[config.mk]
export PLATFORM = sky130hd
export DESIGN_NAME = cc_position_ctrl
export DESIGN_NICKNAME = d
export VERILOG_FILES = /design/src/rtl/cc_position_ctrl.sv
export SDC_FILE = /design/constraint.sdc
export NUM_CORES = 1
export LEC_CHECK = 0
export BUFFER_PORTS_ARGS = -buffer_cell sky130_fd_sc_hd__buf_2
export CAP_MARGIN = 15
export CELL_PAD_IN_SITES_DETAIL_PLACEMENT = 0
export CELL_PAD_IN_SITES_GLOBAL_PLACEMENT = 1
export CORE_MARGIN = 4
export CORE_UTILIZATION = 45
export DETAILED_ROUTE_END_ITERATION = 6
export HOLD_SLACK_MARGIN = 0.05
export PLACE_DENSITY = 0.88
export SLEW_MARGIN = 20
export SYNTH_ARGS = -nofsm -noshare
export SYNTH_HDL_FRONTEND = slang
export SYNTH_SLANG_ARGS = --single-unit
[constraint.sdc]
create_clock -name CC_POSCTRL_CLOCK_50 -period 3.44 [get_ports CC_POSCTRL_CLOCK_50]
set_input_delay 0.344 -clock CC_POSCTRL_CLOCK_50 [delete_from_list [all_inputs] [get_ports CC_POSCTRL_CLOCK_50]]
set_output_delay 0.344 -clock CC_POSCTRL_CLOCK_50 [all_outputs]
set_load 0.05 [all_outputs]
[src/rtl/cc_position_ctrl.sv]
// Position/blank mux controller: owns the one-hot player position, handles
// wrap-around moves and runs a tick-timed blink sequence after a hit.
module cc_position_ctrl #(
  parameter int POSCTRL_POSWIDTH   = 8,
  parameter int POSCTRL_BLINKDIV   = 4,
  parameter int POSCTRL_BLINKCOUNT = 3
) (
  input  logic                        CC_POSCTRL_CLOCK_50,
  input  logic                        CC_POSCTRL_RESET_InLow,
  input  logic                        CC_POSCTRL_tick_In,
  input  logic                        CC_POSCTRL_start_In,
  input  logic                        CC_POSCTRL_stop_In,
  input  logic                        CC_POSCTRL_left_In,
  input  logic                        CC_POSCTRL_right_In,
  input  logic                        CC_POSCTRL_hit_In,
  output logic                        CC_POSCTRL_select_Out,
  output logic [POSCTRL_POSWIDTH-1:0] CC_POSCTRL_ubicacion_OutBUS,
  output logic                        CC_POSCTRL_busy_Out,
  output logic                        CC_POSCTRL_done_Out
);

  localparam int W  = POSCTRL_POSWIDTH;
  localparam int TW = (POSCTRL_BLINKDIV > 1) ? $clog2(POSCTRL_BLINKDIV) : 1;
  localparam int HW = $clog2(2 * POSCTRL_BLINKCOUNT);
  localparam logic [TW-1:0] TICK_LAST = TW'(POSCTRL_BLINKDIV - 1);
  localparam logic [HW-1:0] HP_LAST   = HW'(2 * POSCTRL_BLINKCOUNT - 1);
  localparam logic [W-1:0]  POS_HOME  = {{(W-1){1'b0}}, 1'b1};

  typedef enum logic [1:0] {
    ST_IDLE  = 2'd0,
    ST_RUN   = 2'd1,
    ST_BLINK = 2'd2
  } state_t;

  state_t        state_q, state_d;
  logic [W-1:0]  pos_q, pos_d;
  logic          sel_q, sel_d;
  logic          busy_q, busy_d;
  logic          done_q, done_d;
  logic [TW-1:0] tick_cnt_q, tick_cnt_d;
  logic [HW-1:0] hp_q, hp_d;

  // Next-state, position, counters and registered output values.
  always_comb begin
    state_d    = state_q;
    pos_d      = pos_q;
    sel_d      = sel_q;
    busy_d     = busy_q;
    done_d     = 1'b0;
    tick_cnt_d = tick_cnt_q;
    hp_d       = hp_q;

    if (CC_POSCTRL_stop_In) begin
      state_d    = ST_IDLE;
      sel_d      = 1'b1;
      busy_d     = 1'b0;
      tick_cnt_d = '0;
      hp_d       = '0;
    end else begin
      case (state_q)
        ST_IDLE: begin
          sel_d  = 1'b1;
          busy_d = 1'b0;
          if (CC_POSCTRL_start_In) begin
            state_d = ST_RUN;
            pos_d   = POS_HOME;
            sel_d   = 1'b0;
          end else begin
            state_d = ST_IDLE;
          end
        end
        ST_RUN: begin
          sel_d  = 1'b0;
          busy_d = 1'b0;
          if (CC_POSCTRL_hit_In) begin
            state_d    = ST_BLINK;
            sel_d      = 1'b1;
            busy_d     = 1'b1;
            tick_cnt_d = '0;
            hp_d       = '0;
          end else if (CC_POSCTRL_left_In && !CC_POSCTRL_right_In) begin
            pos_d = {pos_q[W-2:0], pos_q[W-1]};
          end else if (CC_POSCTRL_right_In && !CC_POSCTRL_left_In) begin
            pos_d = {pos_q[0], pos_q[W-1:1]};
          end else begin
            pos_d = pos_q;
          end
        end
        ST_BLINK: begin
          busy_d = 1'b1;
          if (CC_POSCTRL_tick_In) begin
            if (tick_cnt_q == TICK_LAST) begin
              tick_cnt_d = '0;
              // The last half-period ends the sequence instead of wrapping hp.
              if (hp_q == HP_LAST) begin
                state_d = ST_RUN;
                sel_d   = 1'b0;
                busy_d  = 1'b0;
                done_d  = 1'b1;
                hp_d    = '0;
              end else begin
                hp_d  = hp_q + HW'(1);
                sel_d = ~hp_d[0];
              end
            end else begin
              tick_cnt_d = tick_cnt_q + TW'(1);
            end
          end else begin
            tick_cnt_d = tick_cnt_q;
          end
        end
        default: begin
          state_d    = ST_IDLE;
          pos_d      = POS_HOME;
          sel_d      = 1'b1;
          busy_d     = 1'b0;
          tick_cnt_d = '0;
          hp_d       = '0;
        end
      endcase
    end
  end

  // State and output registers with asynchronous reset.
  always_ff @(posedge CC_POSCTRL_CLOCK_50 or negedge CC_POSCTRL_RESET_InLow) begin
    if (!CC_POSCTRL_RESET_InLow) begin
      state_q    <= ST_IDLE;
      pos_q      <= POS_HOME;
      sel_q      <= 1'b1;
      busy_q     <= 1'b0;
      done_q     <= 1'b0;
      tick_cnt_q <= '0;
      hp_q       <= '0;
    end else begin
      state_q    <= state_d;
      pos_q      <= pos_d;
      sel_q      <= sel_d;
      busy_q     <= busy_d;
      done_q     <= done_d;
      tick_cnt_q <= tick_cnt_d;
      hp_q       <= hp_d;
    end
  end

  assign CC_POSCTRL_select_Out       = sel_q;
  assign CC_POSCTRL_ubicacion_OutBUS = pos_q;
  assign CC_POSCTRL_busy_Out         = busy_q;
  assign CC_POSCTRL_done_Out         = done_q;

endmodule

==> results_dict.tcl, run 1 <==
set metrics [dict create \
    grt_max_degree 19 \
    timing.final.crit_share 0.494 \
    die_area_um2 3290 \
    core-area_um2 2280 \
    finClkSkew_ns 0.00351 \
    syn_to_final_growth_pct 13.8 \
    ys_seq_area_frac 0.413 \
    pre_cts_ws_ns 1.75 \
    grt_pass1_vias 869 \
    grt_pass1_wl_mm 3.74 \
    ys_ff_latch 18 \
    dp.final_hpwl_mm 1.65 \
    cts_setup_buffers 0 \
    crit_fanout 6 \
    syn_area_um2 1100 \
    cts_resized 0 \
    hold_viol 0 \
    fin_area_um2 1250 \
    r2r_cells 6 \
    start_util 0.482 \
    antenna_cells 0 \
    drive_gt1_frac 0.260 \
    rsz0062_at_grt "no" \
    clock-root-buffer "clkbuf_4" \
    io_buffers 18 \
    setup_viol 0 \
    cp-end-kind "register" \
    hold_path_class "in2reg" \
    cts_buffer_depth 2 \
    synthCells 107 \
    layout_common_cells "buf_2, dfrtp_1, nand2_1" \
    hold_ws_ns 0.315 \
    clock_sinks 18 \
    status "complete, no violations" \
    regArea_um2 453 \
    vdd_drop_max_mv 0.355 \
    arrival_ns 1.88 \
    synth_top_area_share 0.365 \
    final_antenna_net_count 0 \
    yosysUniqueCellTypes 36 \
    cap_violations 0 \
    multi_input_area_um2 602 \
    fin_ws_ns 1.74 \
    synth_edf_count 0 \
    drtPass1Iterations 4 \
    postRouteWirelength_mm 2.15 \
    ys.flop_type "dfrtp_1" \
    worst_slew_margin_rel 0.658 \
    yosys.area.top_type "dfrtp_1" \
    dpl_cell_area_um2 1200 \
    path_class "reg2reg" \
    critical_path_required_ns 3.62 \
    synthTopCellsByArea "dfrtp_1, ha_1, mux2i_1" \
    pwr_density_cell_nw_per_um2 533 \
    wl_per_cell_um 13.9 \
    cts_tree "built" \
    async_reset_ff_frac 1.00 \
    startpoint_type "register" \
    drc 0 \
    final_common_cell "buf_2" \
    p_leak_uw 0.000589 \
    synthesis.nets 122 \
    worst_pin_slew_ns 0.514 \
    viasPerCell 5.50 \
    yosys_warnings 0 \
    final.setup.tns_ns 0 \
    drt_iter0_drc 26 \
    fin_crit_ns 1.70 \
    slew_viol_final 0 \
    num_vias 853 \
    std_cell_rows 17 \
    insertion_delay_ns 0.29 \
    path_clk_slew_ns 0.09 \
    grt_antenna_before_repair 0 \
    fin_nets 143 \
    track_usage 0.143 \
    io_pins 19 \
    dieHeight_um 57.4 \
    cts-htree-levels 1 \
    nFillCells 195 \
    avgSynthCellArea_um2 10.3 \
    fmax_ghz 0.588 \
    place.gp.congestion 0.841 \
    numCtsBuffers 3 \
    overflow 0 \
    die_x_um 57.4 \
    hold_depth 2 \
]
[routing by layer]
layer / global-route usage / share of wire
met1: 0.175 / 0.44
met4: 0.0397 / 0.0061
met3: 0.0520 / 0.052
met5: 0 / 0
met2: 0.235 / 0.50
[metrics by stage]
| stage | util | total power [µW] | cells |
|---|---|---|---|
| 2_1_floorplan | - | 488 | 107 |
| 3_3_place_gp | 0.528 | 535 | 150 |
| 3_5_place_dp | 0.528 | 543 | 150 |
| 5_1_grt | 0.549 | 716 | 155 |
| 4_1_cts | 0.549 | 673 | 155 |
| 6_report | 0.549 | 666 | 155 |
[power breakdown]
part / total, µW / internal, µW / switching (µW)
clock network: 127 / 64.5 / 62.3
registers: 266 / 240 / 25.6
logic: 273 / 87.4 / 185
total: 666 / 392 / 273
[final cells by class]
cell class              count  share of cell area
clock buffers               4              0.0291
inverters                   6              0.0180
well taps                  28              0.0281
multi-input cells          80               0.482
flip-flops and latches     18               0.363
repair buffers             19              0.0802
[logic make-up (layout without fill, tap and decap cells)]
family / count (synthesis) / count (layout) / share of synthesized area
AND/OR/NAND/NOR: 36 / 36 / 0.192
AO/OA/AOI/OAI: 30 / 30 / 0.213
flip-flops: 18 / 18 / 0.413
buffers and inverters: 9 / 29 / 0.0388
adder cells (fa/ha/maj): 7 / 7 / 0.0798
multiplexers: 7 / 7 / 0.0639
[worst max-delay path, stage by stage (launching register included)]
cell and delay (ns):
dfrtp_1 0.41, inv_1 0.17, ha_1 0.29, nand2b_4 0.09, a21o_1 0.22, nor2b_4 0.15
a32o_1 0.26
[repair_timing]
action                                 in CTS  in global routing
hold buffers                                1                  0
endpoints found under the hold margin      16                  0
setup endpoints to repair                   0                  0
[state kept, by name, indices dropped and copies added, names as in the netlist]
| register | cells |
|---|---|
| hp_q | 3 |
| CC_POSCTRL_ubicacion_OutBUS | 8 |
| CC_POSCTRL_busy_Out | 1 |
| CC_POSCTRL_done_Out | 1 |
| CC_POSCTRL_select_Out | 1 |
| state_q | 2 |
| tick_cnt_q | 2 |
[path summary, 6_finish.rpt]
kind,startpoint,to,slack (ns)
setup / recovery,state_q[1],tick_cnt_q[1],1.74
hold / removal,CC_POSCTRL_stop_In,state_q[1],0.32
setup reg to reg,state_q[1],tick_cnt_q[1],1.74
hold reg to reg,CC_POSCTRL_ubicacion_OutBUS[0],CC_POSCTRL_ubicacion_OutBUS[0],0.50
max in group asynchronous,CC_POSCTRL_RESET_InLow,CC_POSCTRL_select_Out,2.62
min in group asynchronous,CC_POSCTRL_RESET_InLow,CC_POSCTRL_ubicacion_OutBUS[7],0.49
[cells in the mapped netlist, types with 2 or more instances]
library cell / count
inv_1: 6
a32o_1: 4
nor2_1: 5
a31oi_1: 2
o311ai_0: 2
dfstp_2: 2
nand2b_1: 5
o311ai_1: 2
nand3_1: 3
nand2_1: 12
mux2i_1: 7
nor2b_1: 3
dfrtp_1: 16
ha_1: 7
o21ai_0: 7
a21oi_1: 4
Power figures use the tool's default switching activity.
==> run 2, diff against run 1 <==
- CORE_UTILIZATION: 45 -> 42
- PLACE_DENSITY: 0.88 -> 0.83
- clock period: 3.44 -> 1.77 ns (I/O delays scaled with it)
==> run 2 against run 1 <==
Clock power increased by 99%. Register-to-register slack got worse by 1.6 ns. Critical path type unchanged. Design area rose by 3.0%. Global-route usage down 0.23 points. Maximum frequency grew 3.9%. Clock skew down 0.0022 ns.
==> results_dict.tcl, run 2 (synthesized netlist as in run 1, its figures left out) <==
set metrics [dict create \
    p_int_uw 791 \
    hold_ws_ns 0.141 \
    largest_reg_flops 8 \
    insertion_delay_ns 0.29 \
    place.gp.congestion 0.897 \
    final_common_cell "buf_2" \
    numCtsBuffers 3 \
    arrival_ns 1.82 \
    slew_viol_final 0 \
    die_area_um2 3490 \
    grt_pass1_vias 888 \
    rsz0062_at_grt "no" \
    hold_path_class "in2reg" \
    cap_violations 0 \
    p_seq_frac 0.379 \
    vdd_drop_max_mv 0.777 \
    setup_viol 0 \
    core-area_um2 2480 \
    cts-htree-levels 1 \
    startpoint_type "register" \
    finClkSkew_ns 0.00133 \
    worst_slew_margin_rel 0.721 \
    critical_path_required_ns 1.96 \
    cts_setup_buffers 0 \
    drt_iter0_drc 15 \
    start_util 0.443 \
    status "complete, no violations" \
    p_sw_frac 0.411 \
    combPwrFrac 0.432 \
    p_leak_uw 0.000609 \
    std_cell_rows 18 \
    path_clk_slew_ns 0.10 \
    grt_pass1_wl_mm 3.77 \
    grt_max_degree 19 \
    pwr_density_cell_nw_per_um2 1040 \
    final_antenna_net_count 0 \
    antenna_cells 0 \
    crit_fanout 6 \
    cts_buffer_depth 2 \
    hold_viol 0 \
    drive_gt1_frac 0.300 \
    path_class "reg2reg" \
    drtPass1Iterations 4 \
    clock_sinks 18 \
    worst_pin_slew_ns 0.419 \
    clkPwrFrac 0.188 \
    cts_tree "built" \
    postRouteWirelength_mm 2.17 \
    die_x_um 59.1 \
    fin_nets 146 \
    io_buffers 18 \
    final.setup.tns_ns 0 \
    nFillCells 243 \
    overflow 0 \
    cp-end-kind "register" \
    wl_per_cell_um 13.5 \
    pre_cts_ws_ns 0.134 \
    grt_antenna_before_repair 0 \
    dieHeight_um 59.1 \
    fin_ws_ns 0.135 \
    drc 0 \
    timing.final.crit_share 0.924 \
    p_sw_uw 553 \
    io_pins 19 \
    r2r_slack_ns 0.13 \
    syn_to_final_growth_pct 17.2 \
    clock-root-buffer "clkbuf_4" \
    layout_common_cells "buf_2, dfrtp_1, nand2_1" \
    fmax_ghz 0.612 \
    dp.final_hpwl_mm 1.65 \
    num_vias 888 \
    viasPerCell 5.55 \
    track_usage 0.141 \
    fin_crit_ns 1.64 \
]
-- run 2: cell types whose count changed in the layout (fill, tap and decap cells not counted), sizes merged --
| cell | previous run | this run |
|---|---|---|
| buf | 18 | 21 |
-- run 2: power by group through the flow --
stage / Clock [µW] / Combinational (µW) / Sequential (µW)
after floorplan: 0 / 330 / 619
after detailed placement: 0 / 562 / 518
after global placement: 0 / 554 / 515
final: 253 / 581 / 510
after global routing: 283 / 635 / 520
after CTS: 268 / 565 / 510
-- run 2: what timing repair did --
item / 4_1_cts / 5_1_grt
hold buffers: 1 / 0
gates resized for setup: 0 / 3
endpoints found under the setup margin: 0 / 3
endpoints found under the hold margin: 16 / 0
-- run 2: metal layers --
metal  routed length, µm  track usage
met5                   0            0
met4                  15       0.0583
met3                 112       0.0218
met2                1080        0.248
met1                 956        0.169
-- run 2: area by class of cell --
type	instances	area, µm²	share of cell area
Timing Repair Buffer	22	123	0.0953
Sequential cell	18	453	0.352
Clock buffer	4	36.3	0.0282
Inverter	6	22.5	0.0175
Tap cell	30	37.5	0.0292
Multi-Input combinational cell	80	614	0.478
-- run 2: final timing paths --
kind | to | startpoint | cells after the start
max | tick_cnt_q[0] | state_q[1] | 6
min | state_q[1] | CC_POSCTRL_stop_In | 2
max reg2reg | tick_cnt_q[0] | state_q[1] | 6
min reg2reg | tick_cnt_q[1] | tick_cnt_q[1] | 1
max in group asynchronous | CC_POSCTRL_select_Out | CC_POSCTRL_RESET_InLow | 2
min in group asynchronous | CC_POSCTRL_ubicacion_OutBUS[6] | CC_POSCTRL_RESET_InLow | 2
-- run 2: per-stage QoR --
step / area (µm²) / power [µW] / utilization / instances
after floorplan: 1100 / 949 / - / 107
after global placement: 1230 / 1070 / 0.495 / 155
after detailed placement: 1230 / 1080 / 0.495 / 155
after CTS: 1270 / 1340 / 0.514 / 160
after global routing: 1290 / 1440 / 0.519 / 160
final: 1290 / 1340 / 0.519 / 160
-- run 2: critical path: stages (launching register included) --
cell	delay, ns
dfrtp_1	0.42
inv_1	0.16
ha_2	0.26
nand2b_4	0.08
a21o_1	0.21
nor2b_4	0.15
a32o_1	0.26
==> run 3, diff against run 2 <==
- CORE_MARGIN: 4 -> unset
==> run 3 against run 2 <==
Non-clock buffer count down 1. Core utilization down 1.2 points. Total power down 6.0%. Combinational power down 7.7%. Clock skew up 0.0019 ns. Routed wire length down 6.1%. Final cell count down 1.3%. Clock power down 19%.
==> results_dict.tcl, run 3 (synthesized netlist as in run 1, its figures left out) <==
set metrics [dict create \
    critical_path_required_ns 1.96 \
    grt_pass1_vias 792 \
    fmax_ghz 0.612 \
    numCtsBuffers 3 \
    hold_viol 0 \
    drtPass1Iterations 4 \
    antenna_cells 0 \
    layout_common_cells "buf_2, dfrtp_1, nand2_1" \
    utilization 0.507 \
    overflow 0 \
    arrival_ns 1.82 \
    dpl_cell_area_um2 1220 \
    hold_path_class "in2reg" \
    cp-end-kind "register" \
    grt_pass1_wl_mm 3.53 \
    drive_gt1_frac 0.281 \
    fin_nets 145 \
    reg2reg_from "state_q[1]" \
    start_util 0.443 \
    drc 0 \
    worst_pin_slew_ns 0.422 \
    hp-start "CC_POSCTRL_stop_In" \
    grt_antenna_before_repair 0 \
    core-area_um2 2480 \
    fin_area_um2 1260 \
    largest_reg_flops 8 \
    startpoint_type "register" \
    r2r_cells 6 \
    worstSetupStartpoint "state_q[1]" \
    io_pins 19 \
    clock_sinks 18 \
    final_antenna_net_count 0 \
    pwr_density_cell_nw_per_um2 1010 \
    grt_max_degree 19 \
    cts_setup_buffers 0 \
    track_usage 0.178 \
    p_leak_uw 0.000589 \
    slew_viol_final 0 \
    dieHeight_um 53.1 \
    final_common_cell "buf_2" \
    cap_violations 0 \
    wl_per_cell_um 12.9 \
    dp.final_hpwl_mm 1.53 \
    place.gp.congestion 0.859 \
    die_area_um2 2820 \
    worst_slew_margin_rel 0.719 \
    insertion_delay_ns 0.29 \
    crit_fanout 6 \
    postRouteWirelength_mm 2.03 \
    path_class "reg2reg" \
    drt_iter0_drc 7 \
    syn_to_final_growth_pct 14.5 \
    status "complete, no violations" \
    die_x_um 53.1 \
    path_clk_slew_ns 0.10 \
    final.setup.tns_ns 0 \
    setup_viol 0 \
    rsz0062_at_grt "no" \
    timing.final.crit_share 0.923 \
    cts-htree-levels 1 \
    power_uw 1260 \
    std_cell_rows 18 \
    hold_depth 2 \
    finClkSkew_ns 0.00318 \
    cts_buffer_depth 2 \
    nFillCells 244 \
    fin_crit_ns 1.63 \
    io_buffers 18 \
    clock-root-buffer "clkbuf_4" \
    cts_tree "built" \
    vdd_drop_max_mv 0.750 \
    num_vias 853 \
    viasPerCell 5.40 \
]
run 3: worst max-delay path, stage by stage, from the launching register on:
cell and delay (ns):
dfrtp_1 0.41, inv_1 0.16, ha_2 0.26, nand2b_4 0.08
a21o_1 0.21, nor2b_4 0.15, a32o_1 0.26
run 3: area by class of cell:
cell class              count  area [µm²]  share of cell area
well taps                  30        37.5              0.0299
repair buffers             21         115              0.0916
multi-input cells          80         604               0.481
clock buffers               3        22.5              0.0179
inverters                   6        22.5              0.0179
flip-flops and latches     18         454               0.362
run 3: per-layer routing:
layer  track usage  up-vias  wire [µm]
li1              -      436          -
met1         0.225      395        921
met2         0.297       20        999
met3        0.0517        2         96
met4        0.0395        0         15
met5             0        -          0
run 3: path summary, 6_finish.rpt:
kind                                                   to  slack [ns]
max reg2reg                                 tick_cnt_q[0]        0.14
max in group asynchronous           CC_POSCTRL_select_Out        1.10
max                                         tick_cnt_q[0]        0.14
min                                            state_q[1]        0.14
min in group asynchronous  CC_POSCTRL_ubicacion_OutBUS[6]        0.34
min reg2reg                                 tick_cnt_q[1]        0.50
run 3: where the power goes:
group / leakage (µW) / switching, µW / internal (µW)
Sequential: 0.000241 / 51.9 / 470
Clock: 0.0000138 / 125 / 79.1
Combinational: 0.000333 / 357 / 180
run 3: what timing repair did:
action                                 CTS  global route
gates resized for setup                  0             2
hold buffers                             1             0
endpoints found under the hold margin   16             0
setup endpoints to repair                0             4
run 3: stage by stage:
stage	cells	hold WS [ns]	setup WS (ns)
4_1_cts	158	0.125	0.0953
6_report	158	0.141	0.136
5_1_grt	158	0.147	0.0140
3_3_place_gp	154	0.133	0.107
2_1_floorplan	107	-0.119	0.242
3_5_place_dp	154	0.138	0.110
